[config.mk]
export PLATFORM = sky130hd
export DESIGN_NAME = fredkin_result_stage
export DESIGN_NICKNAME = d
export VERILOG_FILES = /design/src/rtl/fredkin_result_stage.sv
export SDC_FILE = /design/constraint.sdc
export NUM_CORES = 1
export LEC_CHECK = 0
export CORE_MARGIN = 5
export CORE_UTILIZATION = 58
export CTS_CLUSTER_SIZE = 40
export DETAILED_ROUTE_END_ITERATION = 7
export PLACE_DENSITY_LB_ADDON = 0.3
export SLEW_MARGIN = 30
export SYNTH_ARGS = -nofsm -noshare
export SYNTH_HDL_FRONTEND = slang
export SYNTH_SLANG_ARGS = --single-unit
export TNS_END_PERCENT = 5
[constraint.sdc]
create_clock -name clk -period 7.3 [get_ports clk]
set_clock_uncertainty 0.15 [all_clocks]
set_input_delay 1.095 -clock clk [delete_from_list [all_inputs] [get_ports clk]]
set_output_delay 1.095 -clock clk [all_outputs]
set_load 0.1 [all_outputs]
[src/rtl/fredkin_result_stage.sv]
// Result stage behind the Fredkin gate: checks P/Q/R against A/B/C, buffers
// {P, Q, R, mismatch mask} in a small FIFO and counts sets that had any mismatch.
module fredkin_result_stage #(
  parameter int WIDTH = 32,
  parameter int DEPTH = 4,
  parameter int CNT_W = 16
) (
  input  logic             clk,
  input  logic             rst_n,
  input  logic             in_valid,
  output logic             in_ready,
  input  logic [WIDTH-1:0] a_in,
  input  logic [WIDTH-1:0] b_in,
  input  logic [WIDTH-1:0] c_in,
  input  logic [WIDTH-1:0] p_in,
  input  logic [WIDTH-1:0] q_in,
  input  logic [WIDTH-1:0] r_in,
  output logic             out_valid,
  input  logic             out_ready,
  output logic [WIDTH-1:0] p_out,
  output logic [WIDTH-1:0] q_out,
  output logic [WIDTH-1:0] r_out,
  output logic [WIDTH-1:0] err_mask,
  output logic             err_flag,
  output logic [CNT_W-1:0] err_cnt,
  input  logic             cnt_clr,
  output logic [$clog2(DEPTH):0] fifo_level
);

  localparam int PW = $clog2(DEPTH);
  localparam int LW = PW + 1;

  logic [WIDTH-1:0] p_mem [DEPTH];
  logic [WIDTH-1:0] q_mem [DEPTH];
  logic [WIDTH-1:0] r_mem [DEPTH];
  logic [WIDTH-1:0] m_mem [DEPTH];

  logic [PW-1:0]    wr_ptr_reg, wr_ptr_next;
  logic [PW-1:0]    rd_ptr_reg, rd_ptr_next;
  logic [LW-1:0]    level_reg, level_next;
  logic [CNT_W-1:0] cnt_reg, cnt_next;
  logic [WIDTH-1:0] mask;
  logic             push, pop;

  // Per-bit Fredkin check: P = A, and A selects whether B/C are swapped into Q/R.
  genvar gi;
  generate
    for (gi = 0; gi < WIDTH; gi++) begin : g_check
      logic exp_q, exp_r;
      assign exp_q    = a_in[gi] ? c_in[gi] : b_in[gi];
      assign exp_r    = a_in[gi] ? b_in[gi] : c_in[gi];
      assign mask[gi] = (p_in[gi] ^ a_in[gi]) | (q_in[gi] ^ exp_q) | (r_in[gi] ^ exp_r);
    end
  endgenerate

  assign in_ready   = (level_reg < LW'(DEPTH));
  assign out_valid  = (level_reg != '0);
  assign push       = in_valid & in_ready;
  assign pop        = out_valid & out_ready;
  assign fifo_level = level_reg;
  assign err_cnt    = cnt_reg;

  assign p_out    = out_valid ? p_mem[rd_ptr_reg] : '0;
  assign q_out    = out_valid ? q_mem[rd_ptr_reg] : '0;
  assign r_out    = out_valid ? r_mem[rd_ptr_reg] : '0;
  assign err_mask = out_valid ? m_mem[rd_ptr_reg] : '0;
  assign err_flag = |err_mask;

  always_comb begin
    wr_ptr_next = wr_ptr_reg;
    rd_ptr_next = rd_ptr_reg;
    level_next  = level_reg;
    cnt_next    = cnt_reg;
    if (push) wr_ptr_next = wr_ptr_reg + 1'b1;
    if (pop)  rd_ptr_next = rd_ptr_reg + 1'b1;
    case ({push, pop})
      2'b10:   level_next = level_reg + LW'(1);
      2'b01:   level_next = level_reg - LW'(1);
      default: level_next = level_reg;
    endcase
    // Clear takes priority over a same-cycle increment; counter sticks at all-ones.
    if (cnt_clr)
      cnt_next = '0;
    else if (push && (mask != '0) && !(&cnt_reg))
      cnt_next = cnt_reg + CNT_W'(1);
  end

  always_ff @(posedge clk or negedge rst_n) begin
    if (!rst_n) begin
      wr_ptr_reg <= '0;
      rd_ptr_reg <= '0;
      level_reg  <= '0;
      cnt_reg    <= '0;
    end else begin
      wr_ptr_reg <= wr_ptr_next;
      rd_ptr_reg <= rd_ptr_next;
      level_reg  <= level_next;
      cnt_reg    <= cnt_next;
    end
  end

  // Storage is not reset: stale entries are unreachable once the level is zero.
  always_ff @(posedge clk) begin
    if (push) begin
      p_mem[wr_ptr_reg] <= p_in;
      q_mem[wr_ptr_reg] <= q_in;
      r_mem[wr_ptr_reg] <= r_in;
      m_mem[wr_ptr_reg] <= mask;
    end
  end

endmodule

==> results.yml <==
layout:
  drive_gt1_share_pct: 16.46
  area_growth_pct: 25.22
  diodes: 0
  layout_commonest_cell: "edfxtp_1"
  nNetsFinal: 1806
  layout_common_cells: "edfxtp_1, clkdlybuf4s50_1, xor2_1"
timing:
  max_slew_margin_pct: 30.88
  finalMaxSlewViolations: 0
  rsz0062_at_grt: "no"
  hold_violations: 0
  fmax_mhz: 193.6
  finalCriticalPeriod_ns: 5.166
  tightest_slew_ns: 1.034
  fin_crit_sh_pct: 70.77
  final-setup-viol-count: 0
  tns_ns: 0
grt:
  grt_pass1_vias: 13080
  grt.overflow.total: 0
  grt_max_degree: 77
  grtUsageTotal_pct: 23.48
  antenna_found_initial: 0
  grt_pass1_wl_mm: 78.37
route:
  drt-met1-wl_mm: 20.27
  vias: 12620
  drc_errors: 0
  antenna_left: 0
  met2_length_mm: 25.43
  wl_met3_mm: 4.289
  drt_iter0_markers: 988
  vias_per_cell: 5.833
  drt-total-wl_mm: 51.35
  highest_layer: "met4"
  firstDrtPassIters: 5
  wl_per_cell_um: 23.73
synthesis:
  synth_top_area_cell: "edfxtp_1"
  ys_types: 40
  synth_nets: 1441
  synth_flop_cell: "edfxtp_1"
  async_reset_ff_share_pct: 4.299
  syn_avg_cell_area_sq_um: 18.28
  synth-seq-cells: 535
  yosysSeqAreaShare_pct: 70.55
  synth-edff-count: 512
  syn_inst: 1237
  yosysWarnings: 0
  synth_area_leaders: "edfxtp_1, mux4_2, xor2_1"
  netlist_area_sq_um: 22610
  synth_top_area_share_pct: 68.01
run_status:
  status: "finished, final reports clean"
flow_run:
  drv_cap: 0
setup_path:
  crit_chain: "buf_4 > mux4_2 > and2_1 > clkdlybuf4s50_1"
  critPathCaptureType: "primary output"
  start_kind: "flop"
  critPathKind: "flop to primary output"
  path_delay_family: "buffers and inverters"
  critPathArrivalTime_ns: 3.92
  critPathBufInv: 2
  critPathSlowestCell: "clkdlybuf4s50_1"
  cp_max_fo: 41
  crit_required_ns: 6.05
  critPathMaxStageDelay_ns: 0.99
floorplan:
  rows: 72
  io_pins: 347
  die-area_sq_um: 43030
  die_w_um: 207.4
  start_util_pct: 58.50
  core-area_sq_um: 38650
  die-height_um: 207.4
clock_network:
  clock_sinks: 535
  path_clk_slew_ns: 0.06
  cts_made_buffers: 52
  clockBufferDepth: 3
  htreeDepth: 2
  clkLatencyLatePin_ns: 0.54
  holdBufCountCts: 0
  clockRootBuffer: "clkbuf_16"
  cts_setup_buffers: 0
  cts_resized: 0
  tritoncts: "built"
worst_hold_path:
  hold_path_class: "flop to flop"
placement:
  hpwl_mm: 32.70
  gp_congestion: 0.8085
  io_buffers: 346
-- worst register-to-register path: cells and delay by family, from the launching register on --
family,cells,cell delay (ns)
simple gates,3,0.99
xor+xnor,2,0.33
flops,1,0.40
buf+inv,3,0.76
fa+ha+maj,2,0.44
-- per-layer routing --
metal	vias to the layer above	track usage, %
met5	-	0
met4	0	6.361
met3	83	6.090
met2	510	38.05
met1	6412	32.38
li1	5617	-
-- per-stage QoR --
step                instance area (sq um)  hold WS [ns]  worst slack (ns)  util (%)  cells
detailed placement                  26520        0.3501             2.600     68.63   2066
floorplan                           22610        0.4296             1.989         -   1237
finish                              28310        0.3633             2.134     73.25   2164
global route                        28310        0.4079             1.857     73.25   2164
global placement                    26660        0.3338             2.078     68.98   2066
CTS                                 28320        0.3629             2.014     73.28   2164
-- cell type report --
type	instances	area, sq um
clock buffer	66	1395
clock inverter	32	400.4
fill	2286	10340
inverter	7	26.28
multi-input combinational	645	6419
sequential	535	15960
tap	518	648.1
timing repair buffer	361	3463
-- synthesized netlist by cell type, types with 3 or more instances --
cell,number
nor3_1,35
edfxtp_1,512
nor2b_1,9
buf_6,4
ha_1,6
nand2_1,39
a21oi_1,7
inv_1,7
mux2_4,8
nor2_1,41
clkbuf_1,22
dfrtp_1,23
nor4_1,44
xor2_1,130
or4_1,6
and2_1,133
o31ai_1,6
o22ai_1,16
xnor2_1,4
nor3b_1,4
buf_2,19
buf_1,5
mux4_2,128
nand4_1,3
nand3_1,5
-- worst paths after layout --
check	from	endpoint	slack (ns)	cells past startpoint
min in group asynchronous	rst_n	err_cnt[15]	0.37	1
hold reg to reg	fifo_level[0]	fifo_level[0]	0.36	1
setup reg to reg	fifo_level[0]	fifo_level[2]	4.11	10
max in group asynchronous	rst_n	rd_ptr_reg[0]	6.23	1
hold / removal	fifo_level[0]	fifo_level[0]	0.36	1
setup / recovery	rd_ptr_reg[0]	r_out[5]	2.13	4
-- cells by family after synthesis --
family | synth area share (%)
xor+xnor | 5.191
buf+inv | 1.184
compound gates | 0.9076
simple gates | 8.373
fa+ha+maj | 0.4206
flops | 70.55
mux | 13.37
Power is not shown: default switching activity piles up to over one toggle a cycle in this logic, so the estimate is an artifact.
